===== config.mk =====
export PLATFORM = sky130hd
export DESIGN_NAME = sdrc_wb_cmd_monitor_flat
export DESIGN_NICKNAME = d
export VERILOG_FILES = /design/src/rtl/sdrc_wb_pkg.sv /design/src/rtl/sdrc_wb_cmd_monitor_if.sv /design/src/rtl/sdrc_wb_bank_tracker.sv /design/src/rtl/sdrc_wb_cmd_monitor.sv /design/src/flat_wrapper.sv
export SDC_FILE = /design/constraint.sdc
export NUM_CORES = 1
export LEC_CHECK = 0
export ABC_CLOCK_PERIOD_IN_PS = 4150
export BUFFER_PORTS_ARGS = -buffer_cell sky130_fd_sc_hd__buf_2
export CAP_MARGIN = 0
export CELL_PAD_IN_SITES_DETAIL_PLACEMENT = 1
export CELL_PAD_IN_SITES_GLOBAL_PLACEMENT = 1
export CORE_MARGIN = 8
export CORE_UTILIZATION = 45
export CTS_CLUSTER_DIAMETER = 40
export DETAILED_ROUTE_END_ITERATION = 10
export MAX_ROUTING_LAYER = met4
export PLACE_DENSITY = 0.87
export SLEW_MARGIN = 25
export SYNTH_ARGS = -nofsm -noshare
export SYNTH_HDL_FRONTEND = slang
export SYNTH_SLANG_ARGS = --single-unit

===== constraint.sdc =====
create_clock -name sdram_clk -period 4.15 [get_ports sdram_clk]
set_input_delay 0.6225 -clock sdram_clk [delete_from_list [all_inputs] [get_ports sdram_clk]]
set_output_delay 0.6225 -clock sdram_clk [all_outputs]
set_load 0.03 [all_outputs]

===== src/rtl/sdrc_wb_pkg.sv =====
// Purpose : shared types and constants for the SDRAM command-bus monitor.
// Latency : n/a (types, constants and a combinational decode helper only).
// Backpressure: n/a.
// Contents: cmd_e (decoded SDRAM command), err_e (protocol error), bank_state_e,
//           default timing constants, decode_cmd() and lowest_bank() helpers.
package sdrc_wb_pkg;

    typedef enum logic [3:0] {
        CMD_NONE    = 4'd0,
        CMD_DESEL   = 4'd1,
        CMD_NOP     = 4'd2,
        CMD_ACT     = 4'd3,
        CMD_READ    = 4'd4,
        CMD_WRITE   = 4'd5,
        CMD_PRE     = 4'd6,
        CMD_PRE_ALL = 4'd7,
        CMD_REF     = 4'd8,
        CMD_MRS     = 4'd9,
        CMD_BST     = 4'd10
    } cmd_e;

    typedef enum logic [3:0] {
        ERR_NONE     = 4'd0,
        ERR_PRE_INIT = 4'd1,
        ERR_ACT_OPEN = 4'd2,
        ERR_RW_IDLE  = 4'd3,
        ERR_REF_OPEN = 4'd4,
        ERR_TRCD     = 4'd5,
        ERR_TRP      = 4'd6,
        ERR_TRAS     = 4'd7,
        ERR_REFI     = 4'd8
    } err_e;

    typedef enum logic {
        BANK_IDLE   = 1'b0,
        BANK_ACTIVE = 1'b1
    } bank_state_e;

    localparam int         DEF_TRCD  = 3;
    localparam int         DEF_TRP   = 3;
    localparam int         DEF_TRAS  = 6;
    localparam int         DEF_TREFI = 1560;
    localparam int         NUM_BANKS = 4;
    localparam logic [7:0] AGE_MAX   = 8'hFF;

    // Decode the command pins; a deasserted clock enable reads as NOP.
    function automatic cmd_e decode_cmd(input logic cke, input logic cs_n,
                                        input logic ras_n, input logic cas_n,
                                        input logic we_n, input logic a10);
        cmd_e c;
        c = CMD_NOP;
        if (cke) begin
            if (cs_n) begin
                c = CMD_DESEL;
            end else begin
                case ({ras_n, cas_n, we_n})
                    3'b111:  c = CMD_NOP;
                    3'b011:  c = CMD_ACT;
                    3'b101:  c = CMD_READ;
                    3'b100:  c = CMD_WRITE;
                    3'b010:  c = a10 ? CMD_PRE_ALL : CMD_PRE;
                    3'b001:  c = CMD_REF;
                    3'b000:  c = CMD_MRS;
                    3'b110:  c = CMD_BST;
                    default: c = CMD_NOP;
                endcase
            end
        end
        return c;
    endfunction

    // Index of the lowest set bit (0 when none set).
    function automatic logic [1:0] lowest_bank(input logic [3:0] v);
        logic [1:0] r;
        r = 2'd0;
        for (int i = 3; i >= 0; i--) begin
            if (v[i]) r = 2'(i);
        end
        return r;
    endfunction

endpackage


===== src/rtl/sdrc_wb_cmd_monitor_if.sv =====
// Purpose : SDRAM command-pin bundle observed by the monitor.
// Latency : n/a (wires only).
// Backpressure: none; the monitor is a passive observer.
// Ports   : cke/cs_n/ras_n/cas_n/we_n command pins, ba, addr (bit 10 = auto/all),
//           dqm byte masks, init_done. master = controller side, slave = monitor side.
interface sdrc_wb_cmd_monitor_if #(
    parameter int SDR_BW = 2
);
    logic              sdr_cke;
    logic              sdr_cs_n;
    logic              sdr_ras_n;
    logic              sdr_cas_n;
    logic              sdr_we_n;
    logic [1:0]        sdr_ba;
    logic [12:0]       sdr_addr;
    logic [SDR_BW-1:0] sdr_dqm;
    logic              sdr_init_done;

    modport master (
        output sdr_cke, sdr_cs_n, sdr_ras_n, sdr_cas_n, sdr_we_n,
        output sdr_ba, sdr_addr, sdr_dqm, sdr_init_done
    );

    modport slave (
        input sdr_cke, sdr_cs_n, sdr_ras_n, sdr_cas_n, sdr_we_n,
        input sdr_ba, sdr_addr, sdr_dqm, sdr_init_done
    );
endinterface


===== src/rtl/sdrc_wb_bank_tracker.sv =====
// Purpose : one SDRAM bank: IDLE/ACTIVE state plus cycles-since-ACT and cycles-since-PRE ages.
// Latency : state and ages update on the edge that samples the command; violation flags are
//           combinational from registered ages. Backpressure: none.
// Ports   : clk, rst (sync, active-high), act/pre strobes for this bank;
//           open, trcd_viol, trp_viol, tras_viol.
module sdrc_wb_bank_tracker
    import sdrc_wb_pkg::*;
#(
    parameter int TRCD = DEF_TRCD,
    parameter int TRP  = DEF_TRP,
    parameter int TRAS = DEF_TRAS
) (
    input  logic clk,
    input  logic rst,
    input  logic act,
    input  logic pre,
    output logic open,
    output logic trcd_viol,
    output logic trp_viol,
    output logic tras_viol
);

    bank_state_e state;
    // Age = number of edges since the command was sampled, so a command sampled N
    // cycles after ACT sees act_age == N. Resets to AGE_MAX so nothing trips after reset.
    logic [7:0]  act_age;
    logic [7:0]  pre_age;

    always_ff @(posedge clk) begin
        if (rst) begin
            state   <= BANK_IDLE;
            act_age <= AGE_MAX;
            pre_age <= AGE_MAX;
        end else begin
            case (state)
                BANK_IDLE:   if (act) state <= BANK_ACTIVE;
                BANK_ACTIVE: if (pre) state <= BANK_IDLE;
                default:     state <= BANK_IDLE;
            endcase

            if (act)                     act_age <= 8'd1;
            else if (act_age != AGE_MAX) act_age <= act_age + 8'd1;

            if (pre)                     pre_age <= 8'd1;
            else if (pre_age != AGE_MAX) pre_age <= pre_age + 8'd1;
        end
    end

    assign open      = (state == BANK_ACTIVE);
    assign trcd_viol = (int'(act_age) < TRCD);
    assign trp_viol  = (int'(pre_age) < TRP);
    // Precharging an idle bank is legal, so tRAS only matters while open.
    assign tras_viol = open && (int'(act_age) < TRAS);

endmodule


===== src/rtl/sdrc_wb_cmd_monitor.sv =====
// Purpose : passive SDRAM command-bus monitor: decodes commands, tracks 4 banks, flags
//           protocol/timing errors and counts ACT/RD/WR/REF. Optional refresh-interval
//           check under `SDRC_WB_REFRESH_CHK_EN. Latency: all outputs 1 cycle after sampling edge.
// Backpressure: none; observes only.
// Ports   : sdram_clk, sdram_reset (sync, active-high), sdr (pin bundle, slave);
//           cmd_valid/code/ba/addr/dqm, err_valid/code/ba, bank_open, act/rd/wr/ref_cnt.
module sdrc_wb_cmd_monitor
    import sdrc_wb_pkg::*;
#(
    parameter int SDR_DW = 32,   // DQ width, kept for drop-in parameter compatibility
    parameter int SDR_BW = 2,
    parameter int TRCD   = DEF_TRCD,
    parameter int TRP    = DEF_TRP,
    parameter int TRAS   = DEF_TRAS,
    parameter int TREFI  = DEF_TREFI
) (
    input  logic              sdram_clk,
    input  logic              sdram_reset,
    sdrc_wb_cmd_monitor_if.slave sdr,
    output logic              cmd_valid,
    output logic [3:0]        cmd_code,
    output logic [1:0]        cmd_ba,
    output logic [12:0]       cmd_addr,
    output logic [SDR_BW-1:0] cmd_dqm,
    output logic              err_valid,
    output logic [3:0]        err_code,
    output logic [1:0]        err_ba,
    output logic [3:0]        bank_open,
    output logic [15:0]       act_cnt,
    output logic [15:0]       rd_cnt,
    output logic [15:0]       wr_cnt,
    output logic [15:0]       ref_cnt
);

    cmd_e       cmd;
    logic       is_act, is_rd, is_wr, is_rw, is_pre, is_pre_all, is_ref, is_bst;
    logic [3:0] ba_dec, act_b, pre_b;
    logic [3:0] open_v, trcd_v, trp_v, tras_v;
    logic       pre_init, act_open, rw_idle, ref_open, trcd_err, trp_err, tras_one, tras_all;
    logic       cmd_err, refi_hit;
    err_e       err_sel;
    logic [1:0] err_ba_sel;

    always_comb begin
        cmd = decode_cmd(sdr.sdr_cke, sdr.sdr_cs_n, sdr.sdr_ras_n, sdr.sdr_cas_n,
                         sdr.sdr_we_n, sdr.sdr_addr[10]);
    end

    assign is_act     = (cmd == CMD_ACT);
    assign is_rd      = (cmd == CMD_READ);
    assign is_wr      = (cmd == CMD_WRITE);
    assign is_rw      = is_rd || is_wr;
    assign is_pre     = (cmd == CMD_PRE);
    assign is_pre_all = (cmd == CMD_PRE_ALL);
    assign is_ref     = (cmd == CMD_REF);
    assign is_bst     = (cmd == CMD_BST);

    assign ba_dec = 4'b0001 << sdr.sdr_ba;
    assign act_b  = is_act ? ba_dec : 4'b0000;
    // Bank closes on PRE, PRE_ALL, or a read/write carrying auto-precharge (addr[10]).
    assign pre_b  = is_pre_all ? 4'b1111 :
                    (is_pre || (is_rw && sdr.sdr_addr[10])) ? ba_dec : 4'b0000;

    for (genvar b = 0; b < NUM_BANKS; b++) begin : g_bank
        sdrc_wb_bank_tracker #(
            .TRCD (TRCD),
            .TRP  (TRP),
            .TRAS (TRAS)
        ) u_bank (
            .clk       (sdram_clk),
            .rst       (sdram_reset),
            .act       (act_b[b]),
            .pre       (pre_b[b]),
            .open      (open_v[b]),
            .trcd_viol (trcd_v[b]),
            .trp_viol  (trp_v[b]),
            .tras_viol (tras_v[b])
        );
    end

    assign bank_open = open_v;

    assign pre_init = !sdr.sdr_init_done && (is_act || is_rw || is_bst);
    assign act_open = is_act && open_v[sdr.sdr_ba];
    assign rw_idle  = is_rw && !open_v[sdr.sdr_ba];
    assign ref_open = is_ref && (|open_v);
    assign trcd_err = is_rw && trcd_v[sdr.sdr_ba];
    assign trp_err  = is_act && trp_v[sdr.sdr_ba];
    assign tras_one = is_pre && tras_v[sdr.sdr_ba];
    assign tras_all = is_pre_all && (|tras_v);
    assign cmd_err  = pre_init || act_open || rw_idle || ref_open ||
                      trcd_err || trp_err || tras_one || tras_all;

`ifdef SDRC_WB_REFRESH_CHK_EN
    logic [15:0] refi_cnt;
    logic        refi_armed;

    // Fires once the count would pass TREFI; if a command error wins the cycle the
    // report stays pending (still armed) and comes out on the next clean cycle.
    assign refi_hit = sdr.sdr_init_done && refi_armed && !is_ref && (int'(refi_cnt) >= TREFI);

    always_ff @(posedge sdram_clk) begin
        if (sdram_reset) begin
            refi_cnt   <= 16'd0;
            refi_armed <= 1'b1;
        end else if (is_ref) begin
            refi_cnt   <= 16'd0;
            refi_armed <= 1'b1;
        end else begin
            if (sdr.sdr_init_done && refi_cnt != 16'hFFFF) refi_cnt <= refi_cnt + 16'd1;
            if (refi_hit && !cmd_err) refi_armed <= 1'b0;
        end
    end
`else
    assign refi_hit = 1'b0;
`endif

    // Single reported error, highest priority first.
    always_comb begin
        err_sel    = ERR_NONE;
        err_ba_sel = 2'd0;
        if (pre_init) begin
            err_sel    = ERR_PRE_INIT;
            err_ba_sel = sdr.sdr_ba;
        end else if (act_open) begin
            err_sel    = ERR_ACT_OPEN;
            err_ba_sel = sdr.sdr_ba;
        end else if (rw_idle) begin
            err_sel    = ERR_RW_IDLE;
            err_ba_sel = sdr.sdr_ba;
        end else if (ref_open) begin
            err_sel    = ERR_REF_OPEN;
            err_ba_sel = lowest_bank(open_v);
        end else if (trcd_err) begin
            err_sel    = ERR_TRCD;
            err_ba_sel = sdr.sdr_ba;
        end else if (trp_err) begin
            err_sel    = ERR_TRP;
            err_ba_sel = sdr.sdr_ba;
        end else if (tras_one) begin
            err_sel    = ERR_TRAS;
            err_ba_sel = sdr.sdr_ba;
        end else if (tras_all) begin
            err_sel    = ERR_TRAS;
            err_ba_sel = lowest_bank(tras_v);
        end else if (refi_hit) begin
            err_sel    = ERR_REFI;
            err_ba_sel = 2'd0;
        end
    end

    always_ff @(posedge sdram_clk) begin
        if (sdram_reset) begin
            cmd_valid <= 1'b0;
            cmd_code  <= CMD_NONE;
            cmd_ba    <= 2'd0;
            cmd_addr  <= 13'd0;
            cmd_dqm   <= '0;
            err_valid <= 1'b0;
            err_code  <= ERR_NONE;
            err_ba    <= 2'd0;
            act_cnt   <= 16'd0;
            rd_cnt    <= 16'd0;
            wr_cnt    <= 16'd0;
            ref_cnt   <= 16'd0;
        end else begin
            cmd_valid <= (cmd != CMD_NOP) && (cmd != CMD_DESEL);
            cmd_code  <= cmd;
            cmd_ba    <= sdr.sdr_ba;
            cmd_addr  <= sdr.sdr_addr;
            cmd_dqm   <= sdr.sdr_dqm;
            err_valid <= (err_sel != ERR_NONE);
            err_code  <= err_sel;
            err_ba    <= err_ba_sel;
            if (is_act && act_cnt != 16'hFFFF) act_cnt <= act_cnt + 16'd1;
            if (is_rd  && rd_cnt  != 16'hFFFF) rd_cnt  <= rd_cnt  + 16'd1;
            if (is_wr  && wr_cnt  != 16'hFFFF) wr_cnt  <= wr_cnt  + 16'd1;
            if (is_ref && ref_cnt != 16'hFFFF) ref_cnt <= ref_cnt + 16'd1;
        end
    end

endmodule


===== src/flat_wrapper.sv =====
// flat-port wrapper written by rule: the top's interface ports become plain ports
module sdrc_wb_cmd_monitor_flat import sdrc_wb_pkg::*;
#(
    parameter int SDR_DW = 32,                                                        
    parameter int SDR_BW = 2,
    parameter int TRCD   = DEF_TRCD,
    parameter int TRP    = DEF_TRP,
    parameter int TRAS   = DEF_TRAS,
    parameter int TREFI  = DEF_TREFI
)
  (sdram_clk, sdram_reset, cmd_valid, cmd_code, cmd_ba, cmd_addr, cmd_dqm, err_valid, err_code, err_ba, bank_open, act_cnt, rd_cnt, wr_cnt, ref_cnt, sdr_sdr_cke, sdr_sdr_cs_n, sdr_sdr_ras_n, sdr_sdr_cas_n, sdr_sdr_we_n, sdr_sdr_ba, sdr_sdr_addr, sdr_sdr_dqm, sdr_sdr_init_done);
  sdrc_wb_cmd_monitor_if #(.SDR_BW(SDR_BW)) sdr_i ();
  input  logic sdram_clk;
  input  logic sdram_reset;
  output logic cmd_valid;
  output logic [3:0] cmd_code;
  output logic [1:0] cmd_ba;
  output logic [12:0] cmd_addr;
  output logic [SDR_BW-1:0] cmd_dqm;
  output logic err_valid;
  output logic [3:0] err_code;
  output logic [1:0] err_ba;
  output logic [3:0] bank_open;
  output logic [15:0] act_cnt;
  output logic [15:0] rd_cnt;
  output logic [15:0] wr_cnt;
  output logic [15:0] ref_cnt;
  input wire logic [$bits(sdr_i.sdr_cke)-1:0] sdr_sdr_cke;
  input wire logic [$bits(sdr_i.sdr_cs_n)-1:0] sdr_sdr_cs_n;
  input wire logic [$bits(sdr_i.sdr_ras_n)-1:0] sdr_sdr_ras_n;
  input wire logic [$bits(sdr_i.sdr_cas_n)-1:0] sdr_sdr_cas_n;
  input wire logic [$bits(sdr_i.sdr_we_n)-1:0] sdr_sdr_we_n;
  input wire logic [$bits(sdr_i.sdr_ba)-1:0] sdr_sdr_ba;
  input wire logic [$bits(sdr_i.sdr_addr)-1:0] sdr_sdr_addr;
  input wire logic [$bits(sdr_i.sdr_dqm)-1:0] sdr_sdr_dqm;
  input wire logic [$bits(sdr_i.sdr_init_done)-1:0] sdr_sdr_init_done;
  assign sdr_i.sdr_cke = sdr_sdr_cke;
  assign sdr_i.sdr_cs_n = sdr_sdr_cs_n;
  assign sdr_i.sdr_ras_n = sdr_sdr_ras_n;
  assign sdr_i.sdr_cas_n = sdr_sdr_cas_n;
  assign sdr_i.sdr_we_n = sdr_sdr_we_n;
  assign sdr_i.sdr_ba = sdr_sdr_ba;
  assign sdr_i.sdr_addr = sdr_sdr_addr;
  assign sdr_i.sdr_dqm = sdr_sdr_dqm;
  assign sdr_i.sdr_init_done = sdr_sdr_init_done;
  sdrc_wb_cmd_monitor #(.SDR_DW(SDR_DW), .SDR_BW(SDR_BW), .TRCD(TRCD), .TRP(TRP), .TRAS(TRAS), .TREFI(TREFI)) u_core (.sdram_clk(sdram_clk), .sdram_reset(sdram_reset), .sdr(sdr_i), .cmd_valid(cmd_valid), .cmd_code(cmd_code), .cmd_ba(cmd_ba), .cmd_addr(cmd_addr), .cmd_dqm(cmd_dqm), .err_valid(err_valid), .err_code(err_code), .err_ba(err_ba), .bank_open(bank_open), .act_cnt(act_cnt), .rd_cnt(rd_cnt), .wr_cnt(wr_cnt), .ref_cnt(ref_cnt));
endmodule

-- Word level (Yosys, flattened, before mapping)
Cells that the tools add are included.
- flip-flop bits (word level): 161
- bits of input ports: 25
- output and inout bits: 97
- word-level logic and storage cells: 201
- add/subtract/negate cells: 12
- order comparisons: 13
- eq/ne operators: 28
- shifts and indexed selects: 1
- muxes and demuxes: 67
- bitwise operators: 4
- reductions and logical operators: 44
- operators with widths (cell ; number):
    $mux 8 ; 16
    $add 16x1->16 const B ; 4
    $add 8x1->8 const B ; 8
    $lt 8x2->1 const B ; 8
    $ne 16x16->1 const B ; 4
    $ne 8x8->1 const B ; 8
    $mux 4 ; 12
    $lt 8x3->1 const B ; 4
    $mux 2 ; 16
    $pmux 4 s8 ; 1
    $logic_and 1x1->1 ; 18
    $eq 4x3->1 const B ; 4
    $reduce_bool 2->1 ; 8
    $reduce_or 2->1 ; 8
    $mux 1 ; 13
    $eq 3x3->1 const B ; 4
    $bmux 1 s2 ; 4
    $eq 4x4->1 const B ; 2
    $pmux 1 s2 ; 4
    $reduce_or 4->1 ; 2
    $eq 3x2->1 const B ; 2
    $eq 4x2->1 const B ; 1
    $logic_or 1x1->1 ; 4
    $ne 4x1->1 const B ; 1
    other kinds (9) ; 13

-- Depth between registers and ports, before layout
Gate-level depths: netlist of the first run.
- word-level depth: 15
- gate-level depth with buffers: 8
- gate-level depth less buffers: 7

-- Cells and area by module
A second synthesis of the first run with hierarchy kept.
- cell total of the unflattened synthesis: 921
- area, all modules: 8039.0 um2
- by module, submodules not included (module ; times used ; cells an instance ; area each (um2) ; seq. area each (um2)):
    sdrc_wb_cmd_monitor ; 1 ; 505 ; 4430.5 ; 1841.8
    sdrc_wb_bank_tracker ; 4 ; 104 ; 902.1 ; 340.3

-- Worst setup path before layout of the first run
No wires, ideal clock.
- path kind: in2reg
- start point: in sdr_sdr_we_n
- end point: reg u_core.g_bank[1].u_bank.state
- setup time: 128 ps
- arrival: 1977 ps
- required time: 4022 ps
- setup slack: 2045 ps
- stages on the path: 7
- buffers on the path: 1
- cells stage by stage: clkbuf_8 nor4b_1 a21oi_1 o31ai_1 nor2_1 a21oi_1 nor2_1
- longest elaborated chain between the ends: 12
- elaborated cells on any way between the ends: 25
- classes of those cells: eq/ne (12); mux (9); reduce/logical (4)
- ends and longest elaborated chain (item ; line ; source):
    start: declaration ; flat_wrapper.sv:32 ; input wire logic [$bits(sdr_i.sdr_we_n)-1:0] sdr_sdr_we_n;
    $eq 3x3->1, or another cell as far along ; sdrc_wb_pkg.sv:56 ; case ({ras_n, cas_n, we_n})
    $pmux 4 s8 (*) ; sdrc_wb_pkg.sv:56 ;
    $mux 4 (*) ; sdrc_wb_pkg.sv:53 ; if (cs_n) begin
    $mux 4 (*) ; sdrc_wb_pkg.sv:52 ; if (cke) begin
    $eq 4x3->1 (on tied branches) ; sdrc_wb_cmd_monitor.sv:50, sdrc_wb_cmd_monitor.sv:51 ;
    $logic_or 1x1->1 ; sdrc_wb_cmd_monitor.sv:52 ; assign is_rw = is_rd || is_wr;
    $logic_and 1x1->1 ; sdrc_wb_cmd_monitor.sv:62 ; (is_pre || (is_rw && sdr.sdr_addr[10])) ? ba_dec : 4'b0000;
    $logic_or 1x1->1 ; sdrc_wb_cmd_monitor.sv:62 ;
    $mux 4 ; sdrc_wb_cmd_monitor.sv:62 ;
    $mux 4 ; sdrc_wb_cmd_monitor.sv:61 ; assign pre_b = is_pre_all ? 4'b1111 :
    $mux 1 ; sdrc_wb_bank_tracker.sv:37 ; BANK_ACTIVE: if (pre) state <= BANK_IDLE;
    $pmux 1 s2 (*) ; sdrc_wb_bank_tracker.sv:35 ; case (state)
    end signal: assignment ; sdrc_wb_bank_tracker.sv:36 ; BANK_IDLE: if (act) state <= BANK_ACTIVE;
    end signal: assignment ; sdrc_wb_bank_tracker.sv:37 ;
    end signal: assignment ; sdrc_wb_bank_tracker.sv:38 ; default: state <= BANK_IDLE;
    end: declaration ; sdrc_wb_bank_tracker.sv:23 ; bank_state_e state;
Mark *: on every way between the ends. The rest lies on a longest branch, timed or not.
A chain may end at the register's enable or synchronous reset.

-- Worst setup path after layout of the first run
- start point: reg u_core.g_bank[0].u_bank.act_age[0]
- end point: reg u_core.err_code[2]
- longest elaborated chain between the ends: 12
- elaborated cells on any way between the ends: 19
- classes of those cells: order compare (2); mux (12); reduce/logical (5)
- ends and longest elaborated chain (item ; line ; source):
    start: declaration ; sdrc_wb_bank_tracker.sv:26 ; logic [7:0] act_age;
    start signal: assignment ; sdrc_wb_bank_tracker.sv:42 ; else if (act_age != AGE_MAX) act_age <= act_age + 8'd1;
    $lt 8x3->1 ; sdrc_wb_bank_tracker.sv:53 ; assign tras_viol = open && (int'(act_age) < TRAS);
    $logic_and 1x1->1 ; sdrc_wb_bank_tracker.sv:53 ;
    $bmux 1 s2 / $reduce_or 4->1 (equally long branches) ; sdrc_wb_cmd_monitor.sv:89, sdrc_wb_cmd_monitor.sv:90 ;
    $mux 1 (not written as such) / $logic_and 1x1->1 (equally long branches) ; sdrc_wb_cmd_monitor.sv:89, sdrc_wb_cmd_monitor.sv:90 ;
    $logic_and 1x1->1 / $mux 3 (equally long branches) ; sdrc_wb_cmd_monitor.sv:89, sdrc_wb_cmd_monitor.sv:143 ;
    $mux 4 ; sdrc_wb_cmd_monitor.sv:140 ; end else if (tras_one) begin
    $mux 4 ; sdrc_wb_cmd_monitor.sv:137 ; end else if (trp_err) begin
    $mux 4 (*) ; sdrc_wb_cmd_monitor.sv:134 ; end else if (trcd_err) begin
    $mux 4 (*) ; sdrc_wb_cmd_monitor.sv:131 ; end else if (ref_open) begin
    $mux 4 (*) ; sdrc_wb_cmd_monitor.sv:128 ; end else if (rw_idle) begin
    $mux 4 (*) ; sdrc_wb_cmd_monitor.sv:125 ; end else if (act_open) begin
    $mux 4 (*) ; sdrc_wb_cmd_monitor.sv:122 ; if (pre_init) begin
    end signal: assignment ; sdrc_wb_cmd_monitor.sv:173 ; err_code <= err_sel;
    end: declaration ; sdrc_wb_cmd_monitor.sv:26 ; output logic [3:0] err_code,
Mark *: on every way between the ends. The rest lies on a longest branch, timed or not. The select of a mux whose other input is x is not followed.

==> flow_summary_export.csv, run 1 <==
group,metric,value,unit
worst_setup_path,crit_cells,7,
sta,min_period_over_period,0.6202,
route,vias_per_cell,5.623,
clocking,insertion_delay,0.44,ns
logic_synthesis,synth_top_cells_by_area,"dfxtp_1, xor2_1, nor2_1",
grt,grt.busiest_layer,"met2",
worst_setup_path,crit_arrival,2.90,ns
worst_setup_path,cp.buffers_inverters,0,
worst_setup_path,critPathCapture,"u_core.err_code[2]$_SDFF_PP0_",
sta,max_freq,0.3885,GHz
sta,rsz0062_at_grt,"no",
clocking,cts_tree,"yes",
logic_synthesis,async_flop_share,0,
place,hpwlAfterDp,14540,um
flow_run,cap_violations,0,
grt,grt_pass1_wl,35090,um
sta,slew_headroom,0.4122,
worst_setup_path,worstPathRequired,4.48,ns
sta,period_minus_slack,2.574,ns
worst_setup_path,cp_slowest_cell,"nor4_1",
clocking,cts-resized-gates,0,
logic_synthesis,syn_inst,832,
clocking,root_buffer,"clkbuf_16",
route,vias,6596,
floorplan,start_util,0.4609,
layout,drive_gt1_frac,0.1929,
layout,finalNonFillerCells,1173,
clocking,cts_buffer_depth,2,
layout,multi_input_area,0.003891,sq mm
place,placedCellCount,1138,
worst_setup_path,cp-startpoint,"u_core.g_bank[0].u_bank.act_age[0]$_SDFFE_PP1N_",
grt,grt_pass1_vias,6862,
logic_synthesis,syn_area,0.007322,sq mm
grt,antenna_found_initial,3,
layout,fin_util,0.5447,
layout,fillers,1914,
grt,grt_util_met1,0.2474,
layout,nNetsFinal,978,
layout,ff_latch_area,0.003203,sq mm
logic_synthesis,synthDistinctLibCells,67,
worst_setup_path,crit_type,"reg -> reg",
floorplan,die_h,143.6,um
place,port_buffers,120,
clocking,htreeDepth,4,
worst_setup_path,crit_path_max_fanout,4,
logic_synthesis,ys.flop_type,"dfxtp_1",
clocking,cts_buffers,17,
clocking,cts.sinks,160,
power_and_ir_drop,peakVddDrop,314.1,uV
worst_setup_path,crit_family,"simple AND/OR/NAND/NOR gates",
logic_synthesis,avgSynthCellArea,8.801,sq um
grt,track_usage,0.2199,
logic_synthesis,ys_warn_count,0,
logic_synthesis,synthDominantCellAreaShare,0.4375,
sta,hold_viol_final,0,
clocking,clkTransAtPathRegs,0.07,ns
logic_synthesis,synth_edf_count,0,
power_and_ir_drop,pwr_density_cell,592.6,mW/mm^2
grt,grt_use_met2,0.3685,
worst_setup_path,rr_startpoint,"u_core.g_bank[0].u_bank.act_age[0]$_SDFFE_PP1N_",
sta,fin_worst_skew,0.01528,ns
route,drt-pass1-iter-count,4,
power_and_ir_drop,leakage,3.673,nW
run_status,status,"finished clean",
worst_setup_path,reg2reg_depth,7,
floorplan,io_pins,122,
clocking,cts_setup_buffers,0,
route,ant_nets,0,
worst_setup_path,r2r_end,"u_core.err_code[2]$_SDFF_PP0_",
worst_setup_path,cpPeakStageDelay,0.51,ns
worst_setup_path,startpoint_type,"flop",
sta,tightest_slew,0.8749,ns
floorplan,coreArea,0.01589,sq mm
grt,gr-total-overflow,0,
worst_setup_path,r2r_slack,1.58,ns
place,gp_congestion,0.8464,
route,wire_per_inst,18.27,um
floorplan,die_w,143.6,um
worst_hold_path,holdPathStages,2,
floorplan,die_area,0.02061,sq mm
logic_synthesis,synth_top_area_cell,"dfxtp_1",
grt,grt_max_degree,82,
sta,setup_violations,0,
logic_synthesis,yosys_register_bits,160,
grt,use_met3,0.04910,
layout,area_growth,18.16,%
worst_hold_path,min_path_type,"in -> reg",
floorplan,rows,46,
route,drt-initial-drc-count,350,
clocking,holdBufCountCts,0,
logic_synthesis,ys_seq_area_frac,0.4375,
sta,drv_slew,0,
route,drcViolationCount,0,
sta,tns,0,ns
logic_synthesis,synth_nets,869,
worst_setup_path,crit_path_end_kind,"flop",
logic_synthesis,synth_most_common_cell,"dfxtp_1",
power_and_ir_drop,total_power,5.127,mW
route,routed_wirelength,21440,um
logic_synthesis,synth_common_cells,"dfxtp_1, nor2_1, o21ai_0",
worst_setup_path,cp_cell_sequence,"ha_1 > or2_2 > nor4b_1 > a311oi_1 > nor4_1 > nor3_1 > a211oi_1",
## flip-flops by register name (all words and copies together) (netlist names), 2 cells and up
signal,flops
u_core.g_bank.u_bank.act_age,32
u_core.rd_cnt,16
u_core.ref_cnt,16
u_core.g_bank.u_bank.open,4
u_core.act_cnt,16
u_core.cmd_addr,13
u_core.wr_cnt,16
u_core.err_code,3
u_core.err_ba,2
u_core.g_bank.u_bank.pre_age,32
u_core.cmd_dqm,2
u_core.cmd_code,4
u_core.cmd_ba,2
## metal layers
metal / routed length, um / share of wire
met5: 0 / 0
met4: 583 / 0.027
met3: 1022 / 0.048
met2: 10650 / 0.50
met1: 9178 / 0.43
## layout make-up
cell class                 count  area share
antenna                        3   0.0008677
clock buffer                  19     0.05119
clock inverter                13     0.01923
inverter                      12    0.005206
multi-input combinational    627      0.4497
sequential                   160      0.3702
tap                          216     0.03124
timing repair buffer         123     0.07231
## how the worst min path moves through the flow
stage,start,slack (ns),to
finish,sdr_sdr_addr[3],0.39,u_core.cmd_addr[3]$_SDFF_PP0_
global route,sdr_sdr_addr[4],0.39,u_core.cmd_addr[4]$_SDFF_PP0_
CTS,sdr_sdr_dqm[0],0.38,u_core.cmd_dqm[0]$_SDFF_PP0_
detailed placement,u_core.ref_cnt[12]$_SDFFE_PP0P_,0.48,u_core.ref_cnt[12]$_SDFFE_PP0P_
global placement,u_core.ref_cnt[12]$_SDFFE_PP0P_,0.47,u_core.ref_cnt[12]$_SDFFE_PP0P_
floorplan,u_core.g_bank[3].u_bank.act_age[0]$_SDFFE_PP1N_,0.51,u_core.g_bank[3].u_bank.act_age[0]$_SDFFE_PP1N_
## metrics by stage
stage / area, sq um / hold WS [ns] / setup WS, ns
floorplan: 7322 / 0.5097 / 2.045
global placement: 8030 / 0.4680 / 1.609
detailed placement: 8030 / 0.4766 / 1.487
CTS: 8640 / 0.3847 / 1.569
global route: 8652 / 0.3910 / 1.384
finish: 8652 / 0.3929 / 1.576
## power breakdown
| group | leakage (nW) | internal (mW) | switching [mW] |
|---|---|---|---|
| Combinational | 2.06 | 0.653 | 0.778 |
| Sequential | 1.31 | 1.79 | 0.280 |
| Clock | 0.299 | 0.927 | 0.699 |
| Total | 3.67 | 3.37 | 1.76 |
## cell usage in the layout (no fill, tap or decap), drive strengths merged, types with 4 or more instances in the layout
master / Yosys / routed
nand2b: 15 / 15
dfxtp: 160 / 160
nand3: 55 / 55
ha: 12 / 12
xor2: 59 / 59
and3: 33 / 33
clkbuf: 24 / 19
nand2: 56 / 56
nand4: 28 / 28
nand3b: 5 / 5
o21ai: 72 / 72
or2b: 4 / 4
mux2i: 20 / 20
a211oi: 6 / 6
xnor2: 23 / 23
inv: 12 / 20
nor2: 99 / 99
a31oi: 5 / 5
and4: 7 / 7
o31ai: 6 / 6
or3: 11 / 11
a21oi: 14 / 14
nor4: 14 / 14
or2: 7 / 7
nor3: 19 / 19
buf: 9 / 123
nor2b: 17 / 17
nor4b: 4 / 4
## cell families after synthesis
| kind of cell | synth area share |
|---|---|
| other | 0.0005122 |
| muxes | 0.03503 |
| buffers and inverters | 0.03178 |
| xor gates and xnor gates | 0.09809 |
| adders and majority gates | 0.02051 |
| DFF | 0.4375 |
| AOI/OAI and AO/OA | 0.09860 |
| and+or+nand+nor | 0.2780 |
No activity file was read; power rests on OpenSTA's default activity.
==> inputs of run 2 (changes only) <==
Settings changed: ABC_CLOCK_PERIOD_IN_PS 4150 to 2500, CORE_UTILIZATION 45 to 42, PLACE_DENSITY 0.87 to 0.82.
Clock period 4.15 ns to 2.5 ns, I/O delays scaled along.
==> run 2 against run 1 <==
First-iteration DRC count grew 16%. Cell count up 2.1%. Maximum frequency up 8.8%. Global-route usage decreased by 2.1 points. Total power increased by 64%. Sequential cell count stayed put. Non-clock buffer count grew 14. Sequential power grew 66%.
==> flow_summary_export.csv, run 2 (synthesized netlist as in run 1, its figures left out) <==
group,metric,value,unit
layout,drive_gt1_frac,0.2045,
grt,grt_pass1_vias,6936,
worst_setup_path,cpPeakStageDelay,0.50,ns
clocking,cts_buffer_depth,2,
route,drt-pass1-iter-count,4,
layout,layout.cells.most_common,"dfxtp_1",
clocking,cts_tree,"yes",
grt,use_met3,0.04769,
sta,tns,0,ns
sta,period_minus_slack,2.365,ns
clocking,holdBufCountCts,0,
layout,area_growth,19.74,%
grt,track_usage,0.1992,
route,vias_per_cell,5.448,
clocking,cts_setup_buffers,0,
floorplan,coreArea,0.01718,sq mm
layout,final_cell_mix,"dfxtp_1, buf_2, nor2_1",
layout,fillers,2083,
run_status,status,"finished clean",
sta,setup_violations,0,
power_and_ir_drop,peakVddDrop,513.8,uV
place,gp_congestion,0.8616,
worst_setup_path,crit_path_end_kind,"flop",
clocking,root_buffer,"clkbuf_16",
route,drcViolationCount,0,
place,hpwlAfterDp,14580,um
worst_hold_path,min_path_type,"in -> reg",
sta,slew_headroom,0.5490,
clocking,clkTransAtPathRegs,0.07,ns
route,drt-initial-drc-count,406,
sta,tightest_slew,0.6694,ns
worst_setup_path,crit_family,"simple AND/OR/NAND/NOR gates",
sta,rsz0062_at_grt,"no",
worst_setup_path,cp.buffers_inverters,0,
sta,fin_worst_skew,0.01014,ns
sta,min_period_over_period,0.9461,
clocking,insertion_delay,0.43,ns
floorplan,io_pins,122,
place,port_buffers,120,
grt,gr-total-overflow,0,
floorplan,die_h,148.0,um
worst_setup_path,startpoint_type,"flop",
worst_setup_path,cp_cell_sequence,"ha_1 > or2_2 > nor4b_1 > a311oi_1 > nor4_1 > nor3_1 > a211oi_1",
layout,reg_top3,"u_core.g_bank.u_bank.act_age x32, u_core.g_bank.u_bank.pre_age x32",
grt,grt.busiest_layer,"met2",
worst_setup_path,crit_arrival,2.70,ns
worst_setup_path,worstPathRequired,2.84,ns
route,routed_wirelength,21040,um
floorplan,start_util,0.4263,
worst_setup_path,crit_path_max_fanout,4,
clocking,cts.sinks,160,
floorplan,die_w,148.0,um
route,ant_nets,0,
grt,grt_use_met2,0.3317,
worst_setup_path,cp_slowest_cell,"nor4_1",
floorplan,rows,48,
grt,antenna_found_initial,5,
power_and_ir_drop,pwr_density_cell,960.1,mW/mm^2
clocking,cts_buffers,17,
grt,grt_max_degree,99,
route,vias,6527,
grt,grt_pass1_wl,34700,um
layout,nNetsFinal,992,
floorplan,die_area,0.02191,sq mm
sta,max_freq,0.4228,GHz
route,wire_per_inst,17.56,um
power_and_ir_drop,leakage,3.749,nW
grt,grt_util_met1,0.2282,
clocking,htreeDepth,4,
flow_run,cap_violations,0,
sta,whs,0.1506,ns
sta,hold_viol_final,0,
sta,drv_slew,0,
worst_setup_path,crit_type,"reg -> reg",
clocking,cts-resized-gates,0,
[run 2: cell count changes in the layout (fill, tap and decap cells not counted), moves of 2 or more]
cell / before / now
buf_12: 0 / 2
buf_4: 4 / 16
clkinv_2: 0 / 2
diode_2: 3 / 5
inv_8: 1 / 3
[run 2: report_power, final]
group          switching (mW)  internal (mW)
combinational            1.28           1.09
clock                    1.17           1.44
sequential              0.462           2.97
total                    2.92           5.50
[run 2: final timing paths]
check	slack, ns	cells after the start	to	startpoint
worst max-delay path	0.13	7	u_core.err_code[2]$_SDFF_PP0_	u_core.g_bank[0].u_bank.act_age[0]$_SDFFE_PP1N_
worst min-delay path	0.15	2	u_core.cmd_addr[3]$_SDFF_PP0_	sdr_sdr_addr[3]
worst max register to register	0.13	7	u_core.err_code[2]$_SDFF_PP0_	u_core.g_bank[0].u_bank.act_age[0]$_SDFFE_PP1N_
worst min register to register	0.53	1	u_core.ref_cnt[12]$_SDFFE_PP0P_	u_core.ref_cnt[12]$_SDFFE_PP0P_
[run 2: metrics by stage]
stage / cells / setup slack (ns) / cell area, sq um / total power, mW / util
final: 1198 / 0.1347 / 8767 / 8.417 / 0.5104
after global routing: 1198 / 0.009398 / 8767 / 8.942 / 0.5104
after CTS: 1193 / 0.1337 / 8755 / 8.469 / 0.5097
after detailed placement: 1161 / 0.1826 / 8172 / 5.771 / 0.4757
after global placement: 1161 / 0.2815 / 8172 / 5.633 / 0.4757
after floorplan: 832 / 0.4610 / 7322 / 5.234 / -
[run 2: per-layer routing]
metal / wire, um / part of all wire / up-vias
li1: - / - / 3181
met3: 923 / 0.044 / 29
met1: 9445 / 0.45 / 3173
met4: 420 / 0.020 / 0
met2: 10250 / 0.49 / 144
met5: 0 / 0 / -
[run 2: area by class of cell]
cell class | count | area [sq um] | area share
clock buffer | 18 | 439.2 | 0.05009
timing repair buffer | 137 | 755.7 | 0.08620
inverter | 12 | 45.04 | 0.005138
clock inverter | 14 | 143.9 | 0.01641
tap | 225 | 281.5 | 0.03211
sequential | 160 | 3203 | 0.3653
antenna | 5 | 12.51 | 0.001427
multi-input combinational | 627 | 3886 | 0.4433
